`config.mk`:
```
export PLATFORM = sky130hd
export DESIGN_NAME = mem_stage
export DESIGN_NICKNAME = d
export VERILOG_FILES = /design/src/rtl/mem_stage.sv
export SDC_FILE = /design/constraint.sdc
export NUM_CORES = 1
export LEC_CHECK = 0
export BUFFER_PORTS_ARGS = -buffer_cell sky130_fd_sc_hd__buf_4
export CAP_MARGIN = 15
export CORE_AREA = 3 3 162 164
export DETAILED_ROUTE_END_ITERATION = 16
export DIE_AREA = 0 0 165 167
export PLACE_DENSITY_LB_ADDON = 0.12
export SLEW_MARGIN = 20
export SYNTH_ARGS = -nofsm -noshare
export SYNTH_HDL_FRONTEND = slang
export SYNTH_SLANG_ARGS = --single-unit
```
`constraint.sdc`:
```
create_clock -name clk -period 1.6 [get_ports clk]
set_input_delay 0.08 -clock clk [delete_from_list [all_inputs] [get_ports clk]]
set_output_delay 0.08 -clock clk [all_outputs]
set_load 0.1 [all_outputs]
```
`src/rtl/mem_stage.sv`:
```
// rtl/mem_stage.sv - memory pipeline stage: data-bus request/response FSM and MEM/WB register
//
// Optional feature macro: MEM_MISALIGN_CHECK_EN
//   defined   : accesses whose byte offset is not a multiple of the access size
//               issue no bus request and do not stall. They retire with misalign=1
//               and no register write.
//   undefined : misalign is tied to 0. Misaligned accesses go to the bus, with the
//               strobe truncated at the 8-byte boundary.
//
// Ports
//   clk, rst               rising-edge clock, synchronous active-high reset
//   me_valid               ME-slot instruction valid
//   me_mem_read/_write     load / store
//   me_funct3              size+sign: 000 B, 001 H, 010 W, 011 D, 100 BU, 101 HU, 110 WU
//   me_alu_result          effective address, or the result of a non-memory op
//   me_rs2_data            store data
//   me_rd_addr, me_rd_wen  destination register
//   req_*                  data-bus request channel (valid/ready handshake)
//   resp_valid, resp_rdata data-bus read response
//   mem_stall              holds the ME slot and all upstream stages
//   wb_*                   registered MEM/WB outputs
//   misalign               registered misaligned-access flag, valid with wb_valid
module mem_stage (
  input  logic        clk,
  input  logic        rst,
  input  logic        me_valid,
  input  logic        me_mem_read,
  input  logic        me_mem_write,
  input  logic [2:0]  me_funct3,
  input  logic [63:0] me_alu_result,
  input  logic [63:0] me_rs2_data,
  input  logic [4:0]  me_rd_addr,
  input  logic        me_rd_wen,
  output logic        req_valid,
  input  logic        req_ready,
  output logic        req_wen,
  output logic [63:0] req_addr,
  output logic [63:0] req_wdata,
  output logic [7:0]  req_wstrb,
  input  logic        resp_valid,
  input  logic [63:0] resp_rdata,
  output logic        mem_stall,
  output logic        wb_valid,
  output logic [4:0]  wb_rd_addr,
  output logic        wb_rd_wen,
  output logic [63:0] wb_rd_data,
  output logic        misalign
);

  typedef enum logic [1:0] {IDLE, REQ, RESP, DONE} state_t;

  state_t      state;
  logic [63:0] load_data;

  logic        mem_op;
  logic [2:0]  off;
  logic        misaligned;
  logic        mis_access;
  logic [7:0]  size_mask;
  logic [63:0] shifted;
  logic [63:0] load_ext;

  assign mem_op = me_valid & (me_mem_read | me_mem_write);
  assign off    = me_alu_result[2:0];

  always_comb begin
    size_mask = 8'h01;
    case (me_funct3[1:0])
      2'b00:   size_mask = 8'h01;
      2'b01:   size_mask = 8'h03;
      2'b10:   size_mask = 8'h0F;
      default: size_mask = 8'hFF;
    endcase
  end

`ifdef MEM_MISALIGN_CHECK_EN
  always_comb begin
    misaligned = 1'b0;
    case (me_funct3[1:0])
      2'b01:   misaligned = off[0];
      2'b10:   misaligned = |off[1:0];
      2'b11:   misaligned = |off;
      default: misaligned = 1'b0;
    endcase
  end
`else
  assign misaligned = 1'b0;
`endif

  // funct3 of a non-memory op is unrelated to size, so only a real access can be flagged.
  assign mis_access = mem_op & misaligned;

  // The ME slot is frozen by mem_stall, so the request fields below stay stable
  // from the ME inputs until the handshake completes.
  assign req_valid = ~rst & (state == REQ);
  assign req_wen   = me_mem_write;
  assign req_addr  = {me_alu_result[63:3], 3'b000};
  assign req_wdata = me_rs2_data << {off, 3'b000};
  assign req_wstrb = size_mask << off;

  // DONE is the release cycle: the writeback edge happens there.
  assign mem_stall = ~rst & mem_op & ~misaligned & (state != DONE);

  assign shifted = resp_rdata >> {off, 3'b000};

  always_comb begin
    load_ext = shifted;
    case (me_funct3)
      3'b000:  load_ext = {{56{shifted[7]}},  shifted[7:0]};
      3'b001:  load_ext = {{48{shifted[15]}}, shifted[15:0]};
      3'b010:  load_ext = {{32{shifted[31]}}, shifted[31:0]};
      3'b100:  load_ext = {56'b0, shifted[7:0]};
      3'b101:  load_ext = {48'b0, shifted[15:0]};
      3'b110:  load_ext = {32'b0, shifted[31:0]};
      default: load_ext = shifted;
    endcase
  end

  always_ff @(posedge clk) begin
    if (rst) begin
      state      <= IDLE;
      load_data  <= '0;
      wb_valid   <= 1'b0;
      wb_rd_addr <= '0;
      wb_rd_wen  <= 1'b0;
      wb_rd_data <= '0;
      misalign   <= 1'b0;
    end else begin
      // resp_valid is only looked at in RESP, and RESP is entered on the
      // request handshake edge, so a response can never share that cycle.
      case (state)
        IDLE: if (mem_op && !misaligned) state <= REQ;
        REQ:  if (req_ready) state <= me_mem_read ? RESP : DONE;
        RESP: if (resp_valid) begin
                load_data <= load_ext;
                state     <= DONE;
              end
        DONE: state <= IDLE;
        default: state <= IDLE;
      endcase

      if (mem_stall) begin
        wb_valid <= 1'b0;
      end else begin
        wb_valid   <= me_valid;
        wb_rd_addr <= me_rd_addr;
        wb_rd_wen  <= me_rd_wen & me_valid & ~mis_access;
        wb_rd_data <= (mem_op && me_mem_read && !misaligned) ? load_data : me_alu_result;
        misalign   <= mis_access;
      end
    end
  end

endmodule

```
# Word level (Yosys, flattened, before mapping)
# Cells that the tools add are included.
dict set report classes {
  eq_ne 14
  shifts 3
  n_mux 8
  bitwise_logic 7
  n_reduce_logical 7
}
# op count
set op_table {}
lappend op_table {{$pmux 64 s6} 1}
lappend op_table {{$mux 64} 1}
lappend op_table {{$shl 64x6->64} 1}
lappend op_table {{$shr 64x6->64} 1}
lappend op_table {{$pmux 8 s3} 1}
lappend op_table {{$eq 3x3->1 const B} 3}
lappend op_table {{$ne 2x2->1 const B} 4}
lappend op_table {{$pmux 2 s4} 1}
lappend op_table {{$shl 8x3->8} 1}
lappend op_table {{$eq 2x2->1 const B} 3}
lappend op_table {{$mux 2} 3}
lappend op_table {{$and 1x1->1} 5}
lappend op_table {{$eq 2x1->1 const B} 2}
lappend op_table {{$logic_not 2->1} 2}
lappend op_table {{$eq 3x1->1 const B} 1}
lappend op_table {{$eq 3x2->1 const B} 1}
lappend op_table {{$logic_not 3->1} 1}
lappend op_table {{$reduce_and 3->1} 1}
lappend op_table {{$reduce_and 2->1} 1}
lappend op_table {{$reduce_or 2->1} 1}
lappend op_table {{$logic_and 1x1->1} 1}
lappend op_table {{$mux 1} 1}
lappend op_table {{$not 1->1} 1}
lappend op_table {{$or 1x1->1} 1}
dict set report totals {
  regBits 137
  elab_cells 45
}

# Depth between registers and ports, before layout
dict set report logic_depth {
  ltp_word 5
  depth_mapped 8
  mapped_depth_nobuf 5
}

# Least setup slack after synthesis
# Ideal clock, no wire load.
dict set report synth_path {
  path_type {input -> output}
  startpoint {in me_alu_result[1]}
  endpoint {out req_wdata[40]}
  arrival_ns 3.349
  setup_slack_ns -1.829
  path_stages 6
  path_buffers 4
  path_cell_list {buf_2 -> buf_2 -> buf_2 -> clkbuf_1 -> nor2_1 -> o32ai_1}
}
dict set report synth_between {
  elab_chain_cells 1
}
# element line_no
set synth_lines {}
lappend synth_lines {{start, declared} 30} ;# input logic [63:0] me_alu_result,
lappend synth_lines {{$shl 64x6->64} 98} ;# assign req_wdata = me_rs2_data << {off, 3'b000};
lappend synth_lines {{end, declared} 38} ;# output logic [63:0] req_wdata,
# Every way passes these cells.

# Worst setup path in the final report
dict set report layout_path {
  startpoint {reg state[0]}
  endpoint {out mem_stall}
}
dict set report layout_between {
  elab_chain_cells 2
}
# element line_no
set layout_lines {}
lappend layout_lines {{start, declared} 52} ;# state_t state;
lappend layout_lines {{start signal, assigned} 133} ;# REQ: if (req_ready) state <= me_mem_read ? RESP : DONE;
lappend layout_lines {{$ne 2x2->1} 102} ;# assign mem_stall = ~rst & mem_op & ~misaligned & (state != DONE);
lappend layout_lines {{$and 1x1->1} 102}
lappend layout_lines {{end, declared} 42} ;# output logic mem_stall,
# Every way passes these cells.

==> run metrics <==
drt pass-1 iters=5; Worst Setup End Kind=primary output; period utilization=104%; Sink Count=137; Gate Count Post-Synth=1235; via count=10985; Post-Layout Inst Area=15600 um2; post-synth design cell area=9700 um2; die width=165 um; initial core utilization=between 30% and 40%; Reg-to-Reg End=wb_rd_data[59]; # DRC=0; H-tree depth=4; Die ar.=27600 um2; Clock Pin Slew Worst Setup and Hold Paths=0.07 ns; placed cell areas=between 10000 and 15000 um2; Final Max Slew Viols=0; r2r setup slk=~0.010 ns; Internal Power=8.78 mW; Pleak=6.78 nW; power density over cell area=1050 nW/um2; final hold viol count=0; input/output buffers=414; Worst-Skew Late Latency=0.43 ns; Yosys cell types=46; Max Freq=603 MHz; setup_tns=-0.0597 ns; Yosys warning count=0; Hold Path Stages=3; Flop pwr share=26.4%; synth top area cells=dfxtp_1 28%, mux2i_1 11%, a311oi_1 7.9%; # setup viols final=1; first-pass GRT wire length=approximately 61000 um; Crit Path Max Fanout=3; CTS Root Cell=clkbuf_16; Worst EP required=~1.5 ns; Worst setup SP type=register; Area Growth Syn to Fin=61.3%; Worst Hold End=wb_rd_data[22]; Post-synth ARST share=0%; RePlAce Congestion=0.940; Synth area leader=dfxtp_1; #FFs+latches synth=137; Post-DRT Antenna Nets=0; vias in the first global route=10592; Top FF cell, synth=dfxtp_1; clk_skew=0.0121 ns; Final HPWL DP=30400 um; CTS Buffer Depth=2; nets=roughly 1900; VDD IR-drop max=0.590 mV; Slew headroom=56.9%; hold crit path type=in -> reg; Crit Path Class=reg -> out; most frequent cells after synthesis=178 x nor2_1, 164 x nand2_1, 137 x dfxtp_1; RSZ-0062 raised after global routing=true; syn_area_per_cell=~7.9 um2; Reg2Reg Launch Point=state[0]; initial drt markers=765; worst reg2reg path depth=7; final wirelength=40700 um; Via density=roughly 5.5; CP arrival=approximately 1.6 ns; Tightest Pin Transition=about 0.65 ns; DIE HEIGHT=~170 um; Worst Slack Setup Final=-0.0597 ns; total global-route track usage=28.1%; initial antenna violation count=0; sw power=~7.7 mW; # fillers=~2200; row cnt=58; Sw Share=46.7%; largest net degree at the start of global routing=66; post-layout min period=1.66 ns; maxcap violations=0; area share of the largest cell type after synthesis=about 28%; Diodes inserted=0; Comb pwr share=50.2%; post-synthesis sequential area ratio=between 20% and 30%; Post-synth EDFFs=0; Clock Power Share=23.4%; DR WL/cell=roughly 20 um; CTS buffer count=17; global route overflow=0; failing checks=setup timing; core area=25000 um2; share of cells above drive strength 1=45.9%; cell with the most instances after synthesis=nor2_1; TritonCTS clock tree=built; status=complete, but fails checks; Hold Path Origin=me_alu_result[22]; IO Pins=419
through the flow:
| step | util, % | power [mW] | hold slack, ns | setup slack (ns) | cells |
|---|---|---|---|---|---|
| 2_1_floorplan | - | 10.1 | 0.220 | -0.207 | 1238 |
| 3_3_place_gp | 55.9 | 12.2 | 0.341 | -0.0742 | 1893 |
| 3_5_place_dp | 55.9 | 12.2 | 0.344 | -0.0991 | 1893 |
| 4_1_cts | 61.2 | 16.3 | 0.00551 | -0.0817 | 1993 |
| 5_1_grt | 62.5 | 17.1 | 0.0115 | -0.113 | 1995 |
| 6_report | 62.5 | 16.5 | 0.0195 | -0.0597 | 1995 |
power groups by stage:
stage	Sequential, mW	Combinational (mW)	Clock (mW)
floorplan	5.72	4.43	0
global placement	4.38	7.79	0
detailed placement	4.39	7.83	0
CTS	4.33	8.05	3.88
global route	4.41	8.67	4.04
finish	4.35	8.27	3.85
cells in the final DEF (no fill, tap or decap), types with 8 or more instances in the layout:
cell           netlist  routed
buf_4               71     495
nand2_1            164     160
dfxtp_1            137     135
nor2_1             178     131
mux2i_1            111      93
nand3_1             67      67
dlygate4sd3_1        0      66
a311oi_1            87      56
o21bai_1            39      39
nor2_2               0      32
a41oi_1             32      32
a311oi_2             0      31
a21oi_1             43      30
buf_12               2      26
mux2_2              31      24
clkbuf_16            0      18
nor2_4               0      15
mux2i_4              0      14
a21oi_2              0      12
nand2b_1            10      10
o2bb2ai_1           10      10
a22oi_1             10       9
o21ai_2              0       8
and2_4               0       8
o32ai_4              0       8
o211ai_1             8       8
mux4_2               8       8
state kept, by name (all words and copies together) (netlist names):
register,count
load_data,64
state,2
wb_rd_addr,5
wb_rd_data,64
wb_rd_wen,1
wb_valid,1
timing repair:
action                                 CTS  global route
gates resized for setup                 17            59
setup buffers                            2             1
pin swaps                                3             1
cloned                                   1             1
setup endpoints to repair                7            87
hold buffers                            66             0
endpoints found under the hold margin   66             0
worst max path at each step:
stage | slack (ns) | startpoint | depth (start not counted) | endpoint
floorplan | -0.21 | me_alu_result[2] | 4 | req_wdata[16]
global placement | -0.07 | me_alu_result[0] | 6 | load_data[21]
detailed placement | -0.1 | me_alu_result[0] | 6 | load_data[17]
CTS | -0.08 | state[0] | 5 | mem_stall
global route | -0.11 | state[0] | 5 | mem_stall
finish | -0.06 | state[0] | 5 | mem_stall
per-layer routing:
| layer | vias up | routed length [um] | track usage, % |
|---|---|---|---|
| li1 | 5257 | - | - |
| met3 | 51 | 3420 | 8.03 |
| met4 | 0 | 851 | 7.26 |
| met1 | 5223 | 17100 | 37.0 |
| met2 | 454 | 19300 | 45.1 |
| met5 | - | 0 | 0 |
critical path, cell delays in order, from the launching register on:
cell     delay, ns
dfxtp_2       0.32
buf_6         0.11
ha_4          0.14
or2_4         0.28
nor2_4        0.11
buf_12        0.18
cells by family (layout without fill, tap and decap cells):
group,after synthesis,in the layout,synth area share [%]
and+or+nand+nor,450,450,19.4
AOI/OAI and AO/OA,283,283,22.6
buffers and inverters,202,629,11.4
muxes,157,157,17.7
DFF,137,137,28.3
adders and majority gates,5,5,0.645
other,1,4,0.0386
area by class of cell:
cell class,count,area [um2],area share [%]
sequential,137,2750,17.6
clock buffer,17,425,2.72
multi-input combinational,899,6920,44.2
inverter,6,22.5,0.144
clock inverter,14,138,0.880
tap,330,413,2.64
timing repair buffer,592,4980,31.8
No activity file was read; power rests on OpenSTA's default activity.
